## src/rtl/serial_ripple_subtractor.sv

```systemverilog
// serial_ripple_subtractor: bit-serial a - b - bin through one full-subtractor cell, LSB first.
module serial_ripple_subtractor #(
  parameter int WIDTH = 8
) (
  input  logic             clk,
  input  logic             rst_n,
  input  logic             in_valid,
  output logic             in_ready,
  input  logic [WIDTH-1:0] a,
  input  logic [WIDTH-1:0] b,
  input  logic             bin,
  output logic             out_valid,
  input  logic             out_ready,
  output logic [WIDTH-1:0] diff,
  output logic             bout,
  output logic             ovf
);
  localparam int CW = $clog2(WIDTH);
  typedef enum logic [1:0] {IDLE, RUN, DONE} state_t;
  state_t state, state_nx;
  logic [WIDTH-1:0] ra, rb;
  logic [CW-1:0] cnt;
  logic br, ai, bi, d, br_nx, last;
  assign ai = ra[cnt];
  assign bi = rb[cnt];
  assign d = ai ^ bi ^ br;
  assign br_nx = (~ai & bi) | (~(ai ^ bi) & br);
  assign last = cnt == CW'(WIDTH - 1);
  assign in_ready = state == IDLE;
  assign out_valid = state == DONE;
  always_comb begin
    state_nx = state;
    if (state == IDLE) state_nx = in_valid ? RUN : IDLE;
    else if (state == RUN) state_nx = last ? DONE : RUN;
    else if (state == DONE) state_nx = out_ready ? IDLE : DONE;
  end
  always_ff @(posedge clk or negedge rst_n)
    if (!rst_n) state <= IDLE;
    else state <= state_nx;
  // Result bits enter at the MSB so the LSB lands at bit 0 after WIDTH steps.
  always_ff @(posedge clk or negedge rst_n)
    if (!rst_n) begin
      ra <= '0;
      rb <= '0;
      br <= 1'b0;
      cnt <= '0;
      diff <= '0;
      bout <= 1'b0;
      ovf <= 1'b0;
    end else if (state == IDLE && in_valid) begin
      ra <= a;
      rb <= b;
      br <= bin;
      cnt <= '0;
    end else if (state == RUN) begin
      diff <= {d, diff[WIDTH-1:1]};
      br <= br_nx;
      cnt <= cnt + CW'(1);
      if (last) begin
        bout <= br_nx;
        ovf <= (ra[WIDTH-1] != rb[WIDTH-1]) && (d != ra[WIDTH-1]);
      end
    end
endmodule

```

## config.mk

```make
export PLATFORM = sky130hd
export DESIGN_NAME = serial_ripple_subtractor
export DESIGN_NICKNAME = d
export VERILOG_FILES = /design/src/rtl/serial_ripple_subtractor.sv
export SDC_FILE = /design/constraint.sdc
export NUM_CORES = 1
export LEC_CHECK = 0
export CORE_ASPECT_RATIO = 1.25
export CORE_MARGIN = 2
export CORE_UTILIZATION = 40
export DETAILED_ROUTE_END_ITERATION = 8
export GPL_ROUTABILITY_DRIVEN = 0
export PLACE_DENSITY_LB_ADDON = 0.25
export SLEW_MARGIN = 15
export SYNTH_ARGS = -nofsm -noshare
export SYNTH_HDL_FRONTEND = slang
export SYNTH_SLANG_ARGS = --single-unit
```

## constraint.sdc

```tcl
create_clock -name clk -period 2.33 [get_ports clk]
set_input_delay 0.3495 -clock clk [delete_from_list [all_inputs] [get_ports clk]]
set_output_delay 0.3495 -clock clk [all_outputs]
set_load 0.01 [all_outputs]
```

== After elaboration in Yosys (flattened, before gate mapping) ==
Index checks and enable logic that the tools add are counted.
Word-level totals
  register bits: 32
  output and inout bits: 12
  bits of input ports: 21
Operators by class
  equality and inequality tests: 5
  reduce and logical (&&, ||, !) cells: 7
  bitwise logic cells: 8
  add/sub/neg operators: 1
  mux-type cells: 14
  magnitude comparators: 1
Operators with widths (count)
  2-bit 2-to-1 mux: 5
  1-bit binary-select mux with 3-bit select: 2
  3-bit 2-to-1 mux: 2
  1-bit 2-to-1 mux: 5
  3-bit by 4-bit < comparator with 1-bit output, second input constant: 1
  3-bit by 1-bit adder with 3-bit output, second input constant: 1
  3-bit == test, second input constant: 1
  1-bit inverter: 3
  3-bit AND reduction: 1
  3-bit nonzero test: 1
  1-bit bitwise AND: 2
  2-bit by 1-bit == test with 1-bit output, second input constant: 1
  2-bit == test, second input constant: 1
  1-bit logical AND: 2
  2-bit zero test: 1
  1-bit inequality test: 2
  2-bit AND reduction: 1
  2-bit nonzero test: 1
  1-bit XOR: 2
  1-bit bitwise OR: 1

== Logic depth before layout (Yosys ltp) ==
Gate-level depths: netlist of run 1.
  depth after elaboration: 8
  mapped depth: 7

== Worst setup path before layout of run 1 ==
OpenSTA, ideal clock, no wires.
  path kind: register to register
  start: reg cnt[0]
  end: reg ovf
  library setup time: 128 ps
  arrival: 2082 ps
  slack: 120 ps
  path buffers: 1
  stages on the path, launching flop included: 8
  cells stage by stage: dfrtp_1 > buf_6 > mux4_1 > mux2_2 > fa_1 > and3b_1 > a21oi_1 > o21ai_0
On the way
  cells in the longest elaborated chain, start to end: 6
  elaborated cells on any way between the ends: 10
RTL lines
  start: declaration: line 22  | logic [CW-1:0] cnt;
  start signal: assignment: line 58  | cnt <= cnt + CW'(1);
  1-bit binary-select mux with 3-bit select, on equally long branches: line 24, 25
  1-bit 2-to-1 mux, on equally long branches: line 24, 25
  1-bit XOR * (2 in series): line 26  | assign d = ai ^ bi ^ br;
  via d: line 23  | logic br, ai, bi, d, br_nx, last;
  1-bit inequality test *: line 61  | ovf <= (ra[WIDTH-1] != rb[WIDTH-1]) && (d != ra[WIDTH-1]);
  1-bit logical AND *: line 61
  end signal: assignment: line 61
  end: declaration: line 16  | output logic ovf
Mark *: on every way through the listed nets, which the timed path passes. The rest lies on a longest branch. The select of a mux whose other input is x is not followed.
A chain may end at the register's enable or synchronous reset.

== Worst setup path after layout of run 1 ==
Ends and elaborated chain as after synthesis.

==> results.cfg, run 1 <==
[worst_setup_path]
cpPeakStageDelay_ns = 0.53
path_buf_inv = 1
startpoint_type = flop
required_ns = 2.50
r2r_start = cnt[0]
crit_path_cell_trace = buf_4, mux4_1, mux2i_1, fa_1, and3b_1, a21oi_2, o21ai_1
path_delay_family = multiplexers
r2r_end = ovf
end_kind = flop
cp_max_fo = 5
crit_type = flop to flop
cp_slowest_cell = mux4_1
r2r_cells = 7
r2r_setup_slack_ns = 0.11
arrival_ns = 2.39

[drt]
viasPerCell = 5.24
drt_iter0_markers = 24
ant_nets = 0
vias = 917
drc_errors = 0
wl_per_cell_um = 15.1
drtPass1Iterations = 2
wl_um = 2630

[placement]
pre_cts_slack_ns = 0.0161
port_buffers = 32
dp_hpwl_um = 1850

[grt]
antenna_found_initial = 0
grt_max_degree = 33
grt_usage_pct = 14.5
overflow = 0
grt_pass1_wl_um = 4350
grt_pass1_vias = 944

[sta]
slew_violations = 0
max_freq_ghz = 0.450
grt_setup_unrepaired = no
setup_viol = 0
timing.final.crit_share_pct = 95.4
hold_violations = 0
clock_skew_ns = 0.00402
slew_headroom_pct = 67.8
finalWorstSetupSlack_ns = 0.108
timing.setup.tns_ns = 0
tightest_slew_ns = 0.482
fin_crit_ns = 2.22

[final_layout]
nets = 159
num-fill-cells = 307
multi_input_area_um2 = 591
diodes = 0
final-seq-area_um2 = 802
area_growth_pct = 31.3
drive_gt1_share_pct = 30.1

[clock_network]
clk_latency_ns = 0.28
h-tree-depth = 2
cts_tree = built
ctsLongestPathBuffers = 2
root_buffer = clkbuf_8
cts_made_buffers = 5
clock_sinks = 32
clk_pin_slew_ns = 0.06

[pwr]
ir_worst_vdd_uv = 685
p_leak_nw = 0.800
p_per_area_nw_per_um2 = 1450

[flow_run]
drv_cap = 0

[floorplanning]
core_um2 = 3450
rows = 24
dieHeight_um = 71.0
die_w_um = 57.6
io_pins = 33
die_area_um2 = 4090
initial_core_util_pct = 41.6

[synthesis]
synth.area.top_cells = dfrtp_1 (56%), mux2_2 (20%), mux4_1 (7.3%)
yosys_warnings = 0
mappedNetlistNets = 121
synth_top_cell_by_area = dfrtp_1
yosysUniqueCellTypes = 22
ys_seq_area_share_pct = 55.8
yosys.area.top_type_share_pct = 55.8
async_reset_ff_share_pct = 100
synth_edf_count = 0
synth.most_common_cell = dfrtp_1
synth_area_um2 = 1440
netlist_top_cells_count = dfrtp_1 (32), mux2_2 (25), mux4_1 (4), nand2_1 (4), o21ai_0 (4)
synth-seq-cells = 32
synth.avg_cell_area_um2 = 14.8
ys.flop_type = dfrtp_1
synth_cells = 97

[min_path]
worstHoldPathType = input port to async pin

[status]
run_status = complete, no violations
-- worst reg2reg max path: stages (launching register included) --
cell and delay [ns]:
dfrtp_2 0.43, buf_4 0.14, mux4_1 0.53, mux2i_1 0.19, fa_1 0.46, and3b_1 0.21
a21oi_2 0.09, o21ai_1 0.06
-- final cells by class --
cell class	instances	area share [%]
multi-input combinational	59	31.3
clock buffer	6	4.38
clock inverter	2	0.531
timing repair buffer	35	18.2
sequential	32	42.6
tap	39	2.59
inverter	2	0.398
-- per-stage QoR --
stage	area (um^2)	std cells	power (mW)	hold WS [ns]	utilization (%)
after floorplan	1440	97	1.89	0.0539	-
after global placement	1790	166	2.23	0.462	51.7
after detailed placement	1790	166	2.30	0.470	51.7
after CTS	1880	174	2.74	0.469	54.4
after global routing	1880	175	2.96	0.492	54.6
final	1880	175	2.74	0.466	54.6
-- how the worst max path moves through the flow --
stage / start / to / slack [ns] / depth (start not counted)
detailed placement: cnt[0] / ovf / 0.02 / 6
finish: cnt[0] / ovf / 0.11 / 7
CTS: cnt[0] / ovf / 0.03 / 6
global route: cnt[0] / ovf / 0.0009 / 7
global placement: cnt[0] / ovf / 0.09 / 6
floorplan: cnt[0] / ovf / 0.12 / 7
-- flip-flops by register name, indices dropped and copies added (netlist names) --
name	flops
ovf	1
bout	1
state	2
diff	8
ra	8
rb	8
br	1
cnt	3
-- power breakdown --
part	internal, mW	total [mW]	switching, mW
Clock	0.235	0.430	0.195
Sequential	0.849	1.08	0.231
Combinational	0.775	1.23	0.456
Total	1.86	2.74	0.882
-- cells in the final DEF (no fill, tap or decap) --
cell type,instances
a21boi_0,1
fa_1,1
nor2b_1,2
nand2_1,4
nor2_1,3
buf_4,3
mux4_1,2
o21ai_1,1
nand3b_1,1
and3b_1,1
clkinv_2,2
dfrtp_1,31
mux4_2,2
a21oi_1,2
clkbuf_8,6
o21bai_1,1
dfrtp_2,1
a21oi_2,1
nor2_4,1
mux2i_1,1
mux2_2,25
a22o_1,2
clkdlybuf4s50_1,32
a31oi_1,1
o21ai_0,3
ha_1,2
inv_1,2
nand2b_1,2
-- logic make-up after synthesis --
kind of cell,share of synthesized area [%]
AO/OA/AOI/OAI,5.14
adder cells (fa/ha/maj),3.14
buffers and inverters,2.79
flip-flops,55.8
multiplexers,27.6
AND/OR/NAND/NOR,5.49
-- routing by layer --
metal  track usage, %  routed length, um  vias to the layer above
met5                0                  0                        -
met4             9.30                 74                        0
met3             4.75                153                        6
met2             23.5               1370                       29
met1             16.2               1030                      457
li1                 -                  -                      425
-- timing repair --
item	in CTS	in global routing
hold endpoints to repair	0	0
hold buffers	0	0
setup endpoints to repair	0	1
resized for setup	0	5
setup buffers	0	1
No activity file was read; power rests on OpenSTA's default activity.
==> run 2, diff against run 1 <==
--- a/config.mk
+++ b/config.mk
@@ -7,7 +7,7 @@
 export LEC_CHECK = 0
 export CORE_ASPECT_RATIO = 1.25
 export CORE_MARGIN = 2
-export CORE_UTILIZATION = 40
+export CORE_UTILIZATION = 44
 export DETAILED_ROUTE_END_ITERATION = 8
 export GPL_ROUTABILITY_DRIVEN = 0
 export PLACE_DENSITY_LB_ADDON = 0.25
==> run 2 against run 1 <==
  * Maximum frequency increased by 1.6%
  * Hold slack better by 0.0070 ns
  * Critical path depth stayed put
  * Register-to-register slack better by 0.04 ns
==> results.cfg, run 2 (synthesis results as in run 1) <==
[status]
run_status = complete, no violations

[final_layout]
num-fill-cells = 295
drive_gt1_share_pct = 30.4
final_area_um2 = 1870
nets = 159
area_growth_pct = 30.0
diodes = 0
reg_top3 = diff: 8 flops, ra: 8 flops, rb: 8 flops
mostFrequentLayoutCells = dfrtp_1 (32), clkdlybuf4s50_1 (32), mux2_2 (24), clkbuf_8 (5)

[worst_setup_path]
r2r_cells = 7
crit_path_cell_trace = buf_4, mux4_2, mux2_4, fa_1, and3b_1, a21oi_2, o21ai_0
required_ns = 2.48
cp_slowest_cell = mux4_2
r2r_start = cnt[0]
crit_path_end = ovf
cp_max_fo = 3
startpoint_type = flop
cp.depth = 7
crit_type = flop to flop
path_delay_family = multiplexers
path_buf_inv = 1
critPathLaunch = cnt[0]
arrival_ns = 2.34
r2r_end = ovf
cpPeakStageDelay_ns = 0.48
end_kind = flop
r2r_setup_slack_ns = 0.14

[sta]
slew_violations = 0
timing.setup.tns_ns = 0
timing.final.crit_share_pct = 93.8
grt_setup_unrepaired = no
max_freq_ghz = 0.457
hold_violations = 0
clock_skew_ns = 0.00337
holdWs_ns = 0.474
slew_headroom_pct = 69.0
setup_viol = 0
tightest_slew_ns = 0.464
fin_crit_ns = 2.19

[floorplanning]
die_area_um2 = 3740
die_w_um = 55.1
core_um2 = 3170
dieHeight_um = 67.9
initial_core_util_pct = 45.3
rows = 23
io_pins = 33

[drt]
ant_nets = 0
drc_errors = 0
wl_per_cell_um = 14.7
drt_iter0_markers = 22
wl_um = 2530
viasPerCell = 5.25
drtPass1Iterations = 4
vias = 903

[placement]
dp_hpwl_um = 1850
port_buffers = 32
place_area_um2 = 1780

[grt]
antenna_found_initial = 0
grt_usage_pct = 15.4
grt_max_degree = 33
grt_pass1_vias = 929
overflow = 0
grt_pass1_wl_um = 3970

[clock_network]
clock_sinks = 32
root_buffer = clkbuf_8
clk_pin_slew_ns = 0.06
clk_latency_ns = 0.27
ctsLongestPathBuffers = 2
cts_made_buffers = 5
cts_tree = built
h-tree-depth = 2

[pwr]
ir_worst_vdd_uv = 735
p_leak_nw = 0.786
internal_power_mw = 1.85
switching_share_pct = 32.3
combPwrFrac_pct = 46.7
power.clock.fraction_pct = 13.8
p_seq_share_pct = 39.5
switchingPower_mw = 0.885
p_per_area_nw_per_um2 = 1470

[flow_run]
drv_cap = 0

[min_path]
worstHoldPathType = input port to async pin
-- run 2: power by group through the flow --
stage | sequential (mW) | combinational (mW) | clock (mW)
5_1_grt | 1.12 | 1.41 | 0.420
3_5_place_dp | 1.08 | 1.22 | 0
4_1_cts | 1.07 | 1.22 | 0.392
2_1_floorplan | 1.03 | 0.855 | 0
3_3_place_gp | 1.07 | 1.17 | 0
6_report | 1.08 | 1.28 | 0.378
-- run 2: repair_timing --
item                       CTS  global route
setup endpoints to repair    0             1
hold buffers                 0             0
gates resized for setup      0             7
setup buffers                0             1
-- run 2: final cells by class --
| class | instances | area (um^2) | area share [%] |
|---|---|---|---|
| Multi-Input combinational cell | 59 | 591 | 31.7 |
| Sequential cell | 32 | 801 | 42.9 |
| Tap cell | 37 | 46.3 | 2.48 |
| Clock buffer | 6 | 72.6 | 3.89 |
| Inverter | 2 | 7.51 | 0.402 |
| Timing Repair Buffer | 35 | 343 | 18.4 |
| Clock inverter | 1 | 5.00 | 0.268 |
-- run 2: worst min path at each step --
stage,start,end,slack (ns),cells past startpoint
2_1_floorplan,rst_n,bout,0.05,0
3_3_place_gp,bout,bout,0.47,2
3_5_place_dp,ovf,ovf,0.48,2
4_1_cts,rst_n,diff[4],0.49,2
5_1_grt,rst_n,diff[4],0.50,2
6_report,rst_n,diff[4],0.47,2
-- run 2: routing by layer --
metal	share of wire (%)	up-vias	GRT usage [%]	wire length (um)
met4	1.4	0	7.32	35
met2	53	32	27.1	1350
met3	5.6	4	4.59	142
li1	-	420	-	-
met1	40	447	16.4	999
met5	0	-	0	0
-- run 2: metrics by stage --
| step | utilization, % | total power, mW | instances | worst slack, ns |
|---|---|---|---|---|
| 5_1_grt | 58.9 | 2.95 | 172 | 0.0471 |
| 3_5_place_dp | 56.4 | 2.30 | 164 | 0.0981 |
| 2_1_floorplan | - | 1.89 | 97 | 0.120 |
| 6_report | 58.9 | 2.74 | 172 | 0.143 |
| 4_1_cts | 58.8 | 2.68 | 171 | 0.0756 |
| 3_3_place_gp | 56.4 | 2.24 | 164 | 0.157 |
==> run 3, diff against run 2 <==
--- a/config.mk
+++ b/config.mk
@@ -11,6 +11,7 @@
 export DETAILED_ROUTE_END_ITERATION = 8
 export GPL_ROUTABILITY_DRIVEN = 0
 export PLACE_DENSITY_LB_ADDON = 0.25
+export SKIP_CTS_REPAIR_TIMING = 1
 export SLEW_MARGIN = 15
 export SYNTH_ARGS = -nofsm -noshare
 export SYNTH_HDL_FRONTEND = slang
==> results of run 3 <==
Final layout, timing and power as in run 2 (identical DEF).
